`config.mk`:
```
export PLATFORM = sky130hd
export DESIGN_NAME = sha1_core
export DESIGN_NICKNAME = d
export VERILOG_FILES = /design/src/rtl/sha1_pkg.sv /design/src/rtl/sha1_round.sv /design/src/rtl/sha1_core.sv
export SDC_FILE = /design/constraint.sdc
export NUM_CORES = 2
export LEC_CHECK = 0
export BUFFER_PORTS_ARGS = -buffer_cell sky130_fd_sc_hd__buf_2
export CELL_PAD_IN_SITES_DETAIL_PLACEMENT = 1
export CELL_PAD_IN_SITES_GLOBAL_PLACEMENT = 1
export CORE_UTILIZATION = 40
export DETAILED_ROUTE_END_ITERATION = 8
export PLACE_DENSITY_LB_ADDON = 0.1
export SETUP_SLACK_MARGIN = 0.5
export SLEW_MARGIN = 10
export SYNTH_ARGS = -nofsm -noshare
export SYNTH_HDL_FRONTEND = slang
export SYNTH_SLANG_ARGS = --single-unit
```
`constraint.sdc`:
```
create_clock -name clk -period 9.6 [get_ports clk]
set_clock_uncertainty 0.1 [all_clocks]
set_input_delay 1.92 -clock clk [delete_from_list [all_inputs] [get_ports clk]]
set_output_delay 1.92 -clock clk [all_outputs]
set_load 0.02 [all_outputs]
```
`src/rtl/sha1_pkg.sv`:
```
// Shared SHA-1 constants, round-function helpers and the core state type.
package sha1_pkg;

  localparam logic [31:0] H0_INIT = 32'h67452301;
  localparam logic [31:0] H1_INIT = 32'hEFCDAB89;
  localparam logic [31:0] H2_INIT = 32'h98BADCFE;
  localparam logic [31:0] H3_INIT = 32'h10325476;
  localparam logic [31:0] H4_INIT = 32'hC3D2E1F0;

  localparam logic [31:0] K0 = 32'h5A827999;
  localparam logic [31:0] K1 = 32'h6ED9EBA1;
  localparam logic [31:0] K2 = 32'h8F1BBCDC;
  localparam logic [31:0] K3 = 32'hCA62C1D6;

  localparam logic [6:0] LAST_ROUND = 7'd79;

  typedef enum logic [1:0] {
    IDLE  = 2'd0,
    ROUND = 2'd1,
    FINAL = 2'd2
  } state_e;

  // Round selector: Ch for 0..19, Parity for 20..39 and 60..79, Maj for 40..59.
  function automatic logic [31:0] sha1_f(input logic [6:0] t, input logic [31:0] b,
                                         input logic [31:0] c, input logic [31:0] d);
    if (t < 7'd20) begin
      return (b & c) | (~b & d);
    end else if (t < 7'd40) begin
      return b ^ c ^ d;
    end else if (t < 7'd60) begin
      return (b & c) | (b & d) | (c & d);
    end else begin
      return b ^ c ^ d;
    end
  endfunction

  function automatic logic [31:0] sha1_k(input logic [6:0] t);
    if (t < 7'd20) begin
      return K0;
    end else if (t < 7'd40) begin
      return K1;
    end else if (t < 7'd60) begin
      return K2;
    end else begin
      return K3;
    end
  endfunction

  function automatic logic [31:0] rol1(input logic [31:0] x);
    return {x[30:0], x[31]};
  endfunction

endpackage

```
`src/rtl/sha1_round.sv`:
```
// One combinational SHA-1 round: consumes a..e, the schedule word and round index.
module sha1_round
  import sha1_pkg::*;
(
  input  logic [31:0] a_i,
  input  logic [31:0] b_i,
  input  logic [31:0] c_i,
  input  logic [31:0] d_i,
  input  logic [31:0] e_i,
  input  logic [31:0] w_i,
  input  logic [6:0]  t_i,
  output logic [31:0] a_o,
  output logic [31:0] b_o,
  output logic [31:0] c_o,
  output logic [31:0] d_o,
  output logic [31:0] e_o
);

  logic [31:0] a_rol5;
  logic [31:0] f_val;
  logic [31:0] k_val;

  assign a_rol5 = {a_i[26:0], a_i[31:27]};
  assign f_val  = sha1_f(t_i, b_i, c_i, d_i);
  assign k_val  = sha1_k(t_i);

  assign a_o = a_rol5 + f_val + e_i + k_val + w_i;
  assign b_o = a_i;
  assign c_o = {b_i[1:0], b_i[31:2]};
  assign d_o = c_i;
  assign e_o = d_i;

endmodule

```
`src/rtl/sha1_core.sv`:
```
// SHA-1 compression engine: gathers 16 words, runs 80 rounds, folds into h0..h4.
module sha1_core
  import sha1_pkg::*;
(
  input  logic        clk,
  input  logic        rst,
  input  logic        wr,
  input  logic [31:0] data,
  output logic [31:0] h0,
  output logic [31:0] h1,
  output logic [31:0] h2,
  output logic [31:0] h3,
  output logic [31:0] h4,
  output logic        busy
);

  state_e      state_q, state_d;
  logic [3:0]  cnt_q, cnt_d;
  logic [6:0]  t_q, t_d;
  logic        busy_q, busy_d;
  logic [31:0] h0_q, h0_d, h1_q, h1_d, h2_q, h2_d, h3_q, h3_d, h4_q, h4_d;
  logic [31:0] a_q, a_d, b_q, b_d, c_q, c_d, d_q, d_d, e_q, e_d;

  logic [31:0] w_q [16];
  logic        w_we;
  logic [3:0]  w_idx;
  logic [31:0] w_val;

  logic [3:0]  idx_m3, idx_m8, idx_m14;
  logic [31:0] w_sched;
  logic [31:0] w_cur;
  logic [31:0] rnd_a, rnd_b, rnd_c, rnd_d, rnd_e;

  // Circular schedule: slot t mod 16 still holds W[t-16] until overwritten this round.
  assign idx_m3  = t_q[3:0] - 4'd3;
  assign idx_m8  = t_q[3:0] - 4'd8;
  assign idx_m14 = t_q[3:0] - 4'd14;
  assign w_sched = rol1(w_q[idx_m3] ^ w_q[idx_m8] ^ w_q[idx_m14] ^ w_q[t_q[3:0]]);
  assign w_cur   = (t_q < 7'd16) ? w_q[t_q[3:0]] : w_sched;

  sha1_round u_round (
    .a_i (a_q),
    .b_i (b_q),
    .c_i (c_q),
    .d_i (d_q),
    .e_i (e_q),
    .w_i (w_cur),
    .t_i (t_q),
    .a_o (rnd_a),
    .b_o (rnd_b),
    .c_o (rnd_c),
    .d_o (rnd_d),
    .e_o (rnd_e)
  );

  always_comb begin
    state_d = state_q;
    cnt_d   = cnt_q;
    t_d     = t_q;
    busy_d  = busy_q;
    h0_d    = h0_q;
    h1_d    = h1_q;
    h2_d    = h2_q;
    h3_d    = h3_q;
    h4_d    = h4_q;
    a_d     = a_q;
    b_d     = b_q;
    c_d     = c_q;
    d_d     = d_q;
    e_d     = e_q;
    w_we    = 1'b0;
    w_idx   = cnt_q;
    w_val   = data;

    case (state_q)
      IDLE: begin
        if (wr) begin
          w_we  = 1'b1;
          cnt_d = cnt_q + 4'd1;
          if (cnt_q == 4'd15) begin
            a_d     = h0_q;
            b_d     = h1_q;
            c_d     = h2_q;
            d_d     = h3_q;
            e_d     = h4_q;
            busy_d  = 1'b1;
            t_d     = 7'd0;
            state_d = ROUND;
          end
        end
      end

      ROUND: begin
        a_d = rnd_a;
        b_d = rnd_b;
        c_d = rnd_c;
        d_d = rnd_d;
        e_d = rnd_e;
        if (t_q >= 7'd16) begin
          w_we  = 1'b1;
          w_idx = t_q[3:0];
          w_val = w_sched;
        end
        if (t_q == LAST_ROUND) begin
          state_d = FINAL;
        end else begin
          t_d = t_q + 7'd1;
        end
      end

      FINAL: begin
        h0_d    = h0_q + a_q;
        h1_d    = h1_q + b_q;
        h2_d    = h2_q + c_q;
        h3_d    = h3_q + d_q;
        h4_d    = h4_q + e_q;
        busy_d  = 1'b0;
        cnt_d   = 4'd0;
        state_d = IDLE;
      end

      default: begin
        state_d = IDLE;
      end
    endcase
  end

  always_ff @(posedge clk) begin
    if (rst) begin
      state_q <= IDLE;
      cnt_q   <= 4'd0;
      t_q     <= 7'd0;
      busy_q  <= 1'b0;
      h0_q    <= H0_INIT;
      h1_q    <= H1_INIT;
      h2_q    <= H2_INIT;
      h3_q    <= H3_INIT;
      h4_q    <= H4_INIT;
    end else begin
      state_q <= state_d;
      cnt_q   <= cnt_d;
      t_q     <= t_d;
      busy_q  <= busy_d;
      h0_q    <= h0_d;
      h1_q    <= h1_d;
      h2_q    <= h2_d;
      h3_q    <= h3_d;
      h4_q    <= h4_d;
    end
  end

  // Working variables and schedule are fully reloaded before use, so they carry no reset.
  always_ff @(posedge clk) begin
    a_q <= a_d;
    b_q <= b_d;
    c_q <= c_d;
    d_q <= d_d;
    e_q <= e_d;
    if (w_we) begin
      w_q[w_idx] <= w_val;
    end
  end

  assign h0   = h0_q;
  assign h1   = h1_q;
  assign h2   = h2_q;
  assign h3   = h3_q;
  assign h4   = h4_q;
  assign busy = busy_q;

endmodule

```
==> results.yml <==
run_status:
  outcome: "completed"
route:
  drt_iter0_drc: 3707
  ant_nets: 0
  drt-total-wl_microns: 205000
  routed-via-count: 41400
  drtPass1Iterations: 5
  wl_per_cell_microns: 30.9
  viasPerCell: 6.24
  drc: 0
logic_synthesis:
  synthFlopType: "edfxtp_1"
  async_reset_ff_share_pct: 0
  synthCells: 4525
  synth.ff_latch_count: 850
  syn_nets: 4883
  synth_edf_count: 672
  seq_area_frac_synth_pct: 41.2
  synth_area_per_cell_sq_um: 12.8
  yosysWarnings: 0
  synth_area_sq_um: 57700
  synth.distinct_cells: 85
clocking:
  clock-sinks: 850
  numCtsBuffers: 102
  htree_levels: 3
  clk_latency_ps: 770
  postCtsHoldBufs: 0
  cts_root_buf: "clkbuf_16"
  cts_setup_buffers: 0
  cts_tree: "done"
  post_cts_resize_count: 0
  cts_buffer_depth: 3
  path_clk_slew_ps: 60
worst_hold_path:
  worstHoldStart: "busy$_SDFFE_PP0P_"
  hp-class: "flop to flop"
global_routing:
  grt_max_degree: 156
  antenna_found_initial: 4
  track_usage_pct: 28.1
  grt_overflow_total: 0
  grt_pass1_wl_microns: 299000
  grt_pass1_vias: 42400
sta:
  min_period_ps: 7870
  fin_crit_sh_pct: 82.0
  fmax_mhz: 127
  worstMarginPinSlew_ps: 1250
  finalSetupViolCount: 0
  timing.setup.tns_ps: 0
  relSlewSlack_pct: 15.6
  timing.final.max_slew_violations: 0
  hold_viol: 0
  rsz0062_at_grt: "no"
worst_setup_path:
  startpoint_type: "flop"
  reg2regPathDepth: 21
  critPathLaunch: "t_q[0]$_SDFFE_PP0P_"
  worstPathArrival_ps: 8240
  r2r_end: "a_q[31]$_DFFE_PP_"
  endpoint_kind: "flop"
  crit_type: "flop to flop"
  required_ps: 9970
  r2r_start: "t_q[0]$_SDFFE_PP0P_"
  reg2reg_slack_ps: 1730
  cp-endpoint: "a_q[31]$_DFFE_PP_"
  crit_fanout: 50
placement:
  port-buffer-count: 195
  gp_routability_congestion: 0.917
  hpwl_microns: 139000
finish:
  seq_area_sq_um: 23800
  num-fill-cells: 14700
  multiInputGateArea_sq_um: 32100
  syn_to_final_growth_pct: 11.6
  nNetsFinal: 5017
  drive_gt1_share_pct: 24.2
  post-route-util_pct: 45.2
floorplan:
  coreArea_sq_um: 142000
  rows: 138
  die_width_microns: 382
  ios: 196
  die-area_sq_um: 146000
  initial_utilization_pct: 40.6
  die_h_microns: 382
power_and_ir_drop:
  power.leakage_uw: 0.0228
  ir_drop_v: 0.000146
  p_per_area_nw_per_um2: 130
  power_uw: 8360
flow_run:
  drv_cap: 0
## final cells by class
| type | instances | share of cell area, % |
|---|---|---|
| clock buffers | 126 | 4.22 |
| well taps | 1890 | 3.67 |
| diodes | 1 | 0.00389 |
| multi-input cells | 3174 | 49.9 |
| inverters | 241 | 1.41 |
| flip-flops and latches | 850 | 36.9 |
| clock inverters | 66 | 1.11 |
| repair buffers | 290 | 2.74 |
## cell families after synthesis
group | count (synthesis) | share of synthesized area [%]
AOI/OAI and AO/OA | 857 | 9.39
xor gates and xnor gates | 262 | 3.98
adders and majority gates | 323 | 8.53
buffers and inverters | 501 | 3.53
DFF | 850 | 41.2
muxes | 674 | 25.6
and+or+nand+nor | 1058 | 7.85
## Yosys cell counts, types with 11 or more instances
| cell | count | area share [%] |
|---|---|---|
| inv_1 | 240 | 1.6 |
| mux2i_1 | 31 | 0.54 |
| dfxtp_1 | 178 | 6.2 |
| a31oi_1 | 19 | 0.21 |
| buf_1 | 40 | 0.26 |
| a211oi_1 | 35 | 0.46 |
| a21o_1 | 89 | 1.2 |
| o21ai_1 | 14 | 0.12 |
| clkbuf_1 | 128 | 0.83 |
| nor2_1 | 183 | 1.2 |
| nor2b_1 | 30 | 0.33 |
| edfxtp_1 | 672 | 35 |
| or3_1 | 18 | 0.20 |
| ha_1 | 206 | 4.5 |
| o211ai_1 | 59 | 0.77 |
| mux4_2 | 639 | 25 |
| nand2_1 | 631 | 4.1 |
| and2_1 | 13 | 0.14 |
| xor2_1 | 138 | 2.1 |
| o21a_1 | 25 | 0.33 |
| nand2b_1 | 32 | 0.35 |
| and3_1 | 18 | 0.20 |
| buf_2 | 80 | 0.69 |
| nand4_1 | 11 | 0.12 |
| o21ai_0 | 245 | 2.1 |
| a221o_1 | 18 | 0.31 |
| o21bai_1 | 15 | 0.20 |
| a21oi_1 | 221 | 1.9 |
| xnor2_1 | 124 | 1.9 |
| nand3_1 | 45 | 0.39 |
| fa_1 | 117 | 4.1 |
| nor3_1 | 37 | 0.32 |
## cell usage in the layout, fill, tap and decap left out, types with 89 or more instances in the layout
master	instances
xnor2_1	122
mux4_2	639
ha_1	204
a21oi_1	221
nor2_1	163
edfxtp_1	672
buf_2	194
buf_4	90
nand2_1	630
o21ai_0	236
clkbuf_16	103
inv_1	239
a21o_1	89
dfxtp_1	171
xor2_1	137
fa_1	117
## metrics by stage
stage               setup slack, ps  hold slack (ps)  instances  instance area (sq um)
floorplan                      2560              373       4525                  57700
global placement               1890              354       6445                  60900
detailed placement             1750              356       6445                  60900
CTS                            1660              364       6637                  64400
global route                   1170              377       6637                  64400
finish                         1730              359       6638                  64400
## routing by layer
layer	GRT usage (%)	vias up	wire length, microns
li1	-	17800	-
met1	36.1	21800	82100
met2	47.3	1531	101000
met3	4.16	351	12100
met4	11.7	0	9580
met5	0	-	0
## report_power, final
part           switching (uW)  internal [uW]  total [uW]
clock                    1700           2310        4010
combinational             222            128         349
sequential               18.9           3980        4000
## state kept, by name, indices dropped and copies added, names as in the netlist, 32 cells and up, named ones only
name / flops
h4: 32
a_q: 32
h1: 32
c_q: 32
d_q: 32
h2: 32
e_q: 32
h0: 32
h3: 32
b_q: 32
w_q: 512
## worst min-delay path by stage
stage | end | slack, ps | cells after the start
2_1_floorplan | cnt_q[0]$_SDFFE_PP0P_ | 370 | 2
3_3_place_gp | busy$_SDFFE_PP0P_ | 350 | 2
3_5_place_dp | busy$_SDFFE_PP0P_ | 360 | 2
4_1_cts | busy$_SDFFE_PP0P_ | 360 | 2
5_1_grt | busy$_SDFFE_PP0P_ | 380 | 2
6_report | busy$_SDFFE_PP0P_ | 360 | 2
## critical path: stages, from the launching register on
cell and delay, ps:
dfxtp_4 800, inv_1 230, ha_4 820, buf_12 430, mux4_2 560, mux4_2 480, xor2_1 160, xnor2_1 150
nand2_1 80, o21ai_0 380, fa_1 690, inv_1 50, ha_1 360, or3_1 390, o2111ai_1 80, o21ai_0 130
a31oi_1 400, o31ai_1 190, o41ai_1 430, o21ai_0 190, xnor2_1 210, o21ai_1 100
Power figures use the tool's default switching activity.
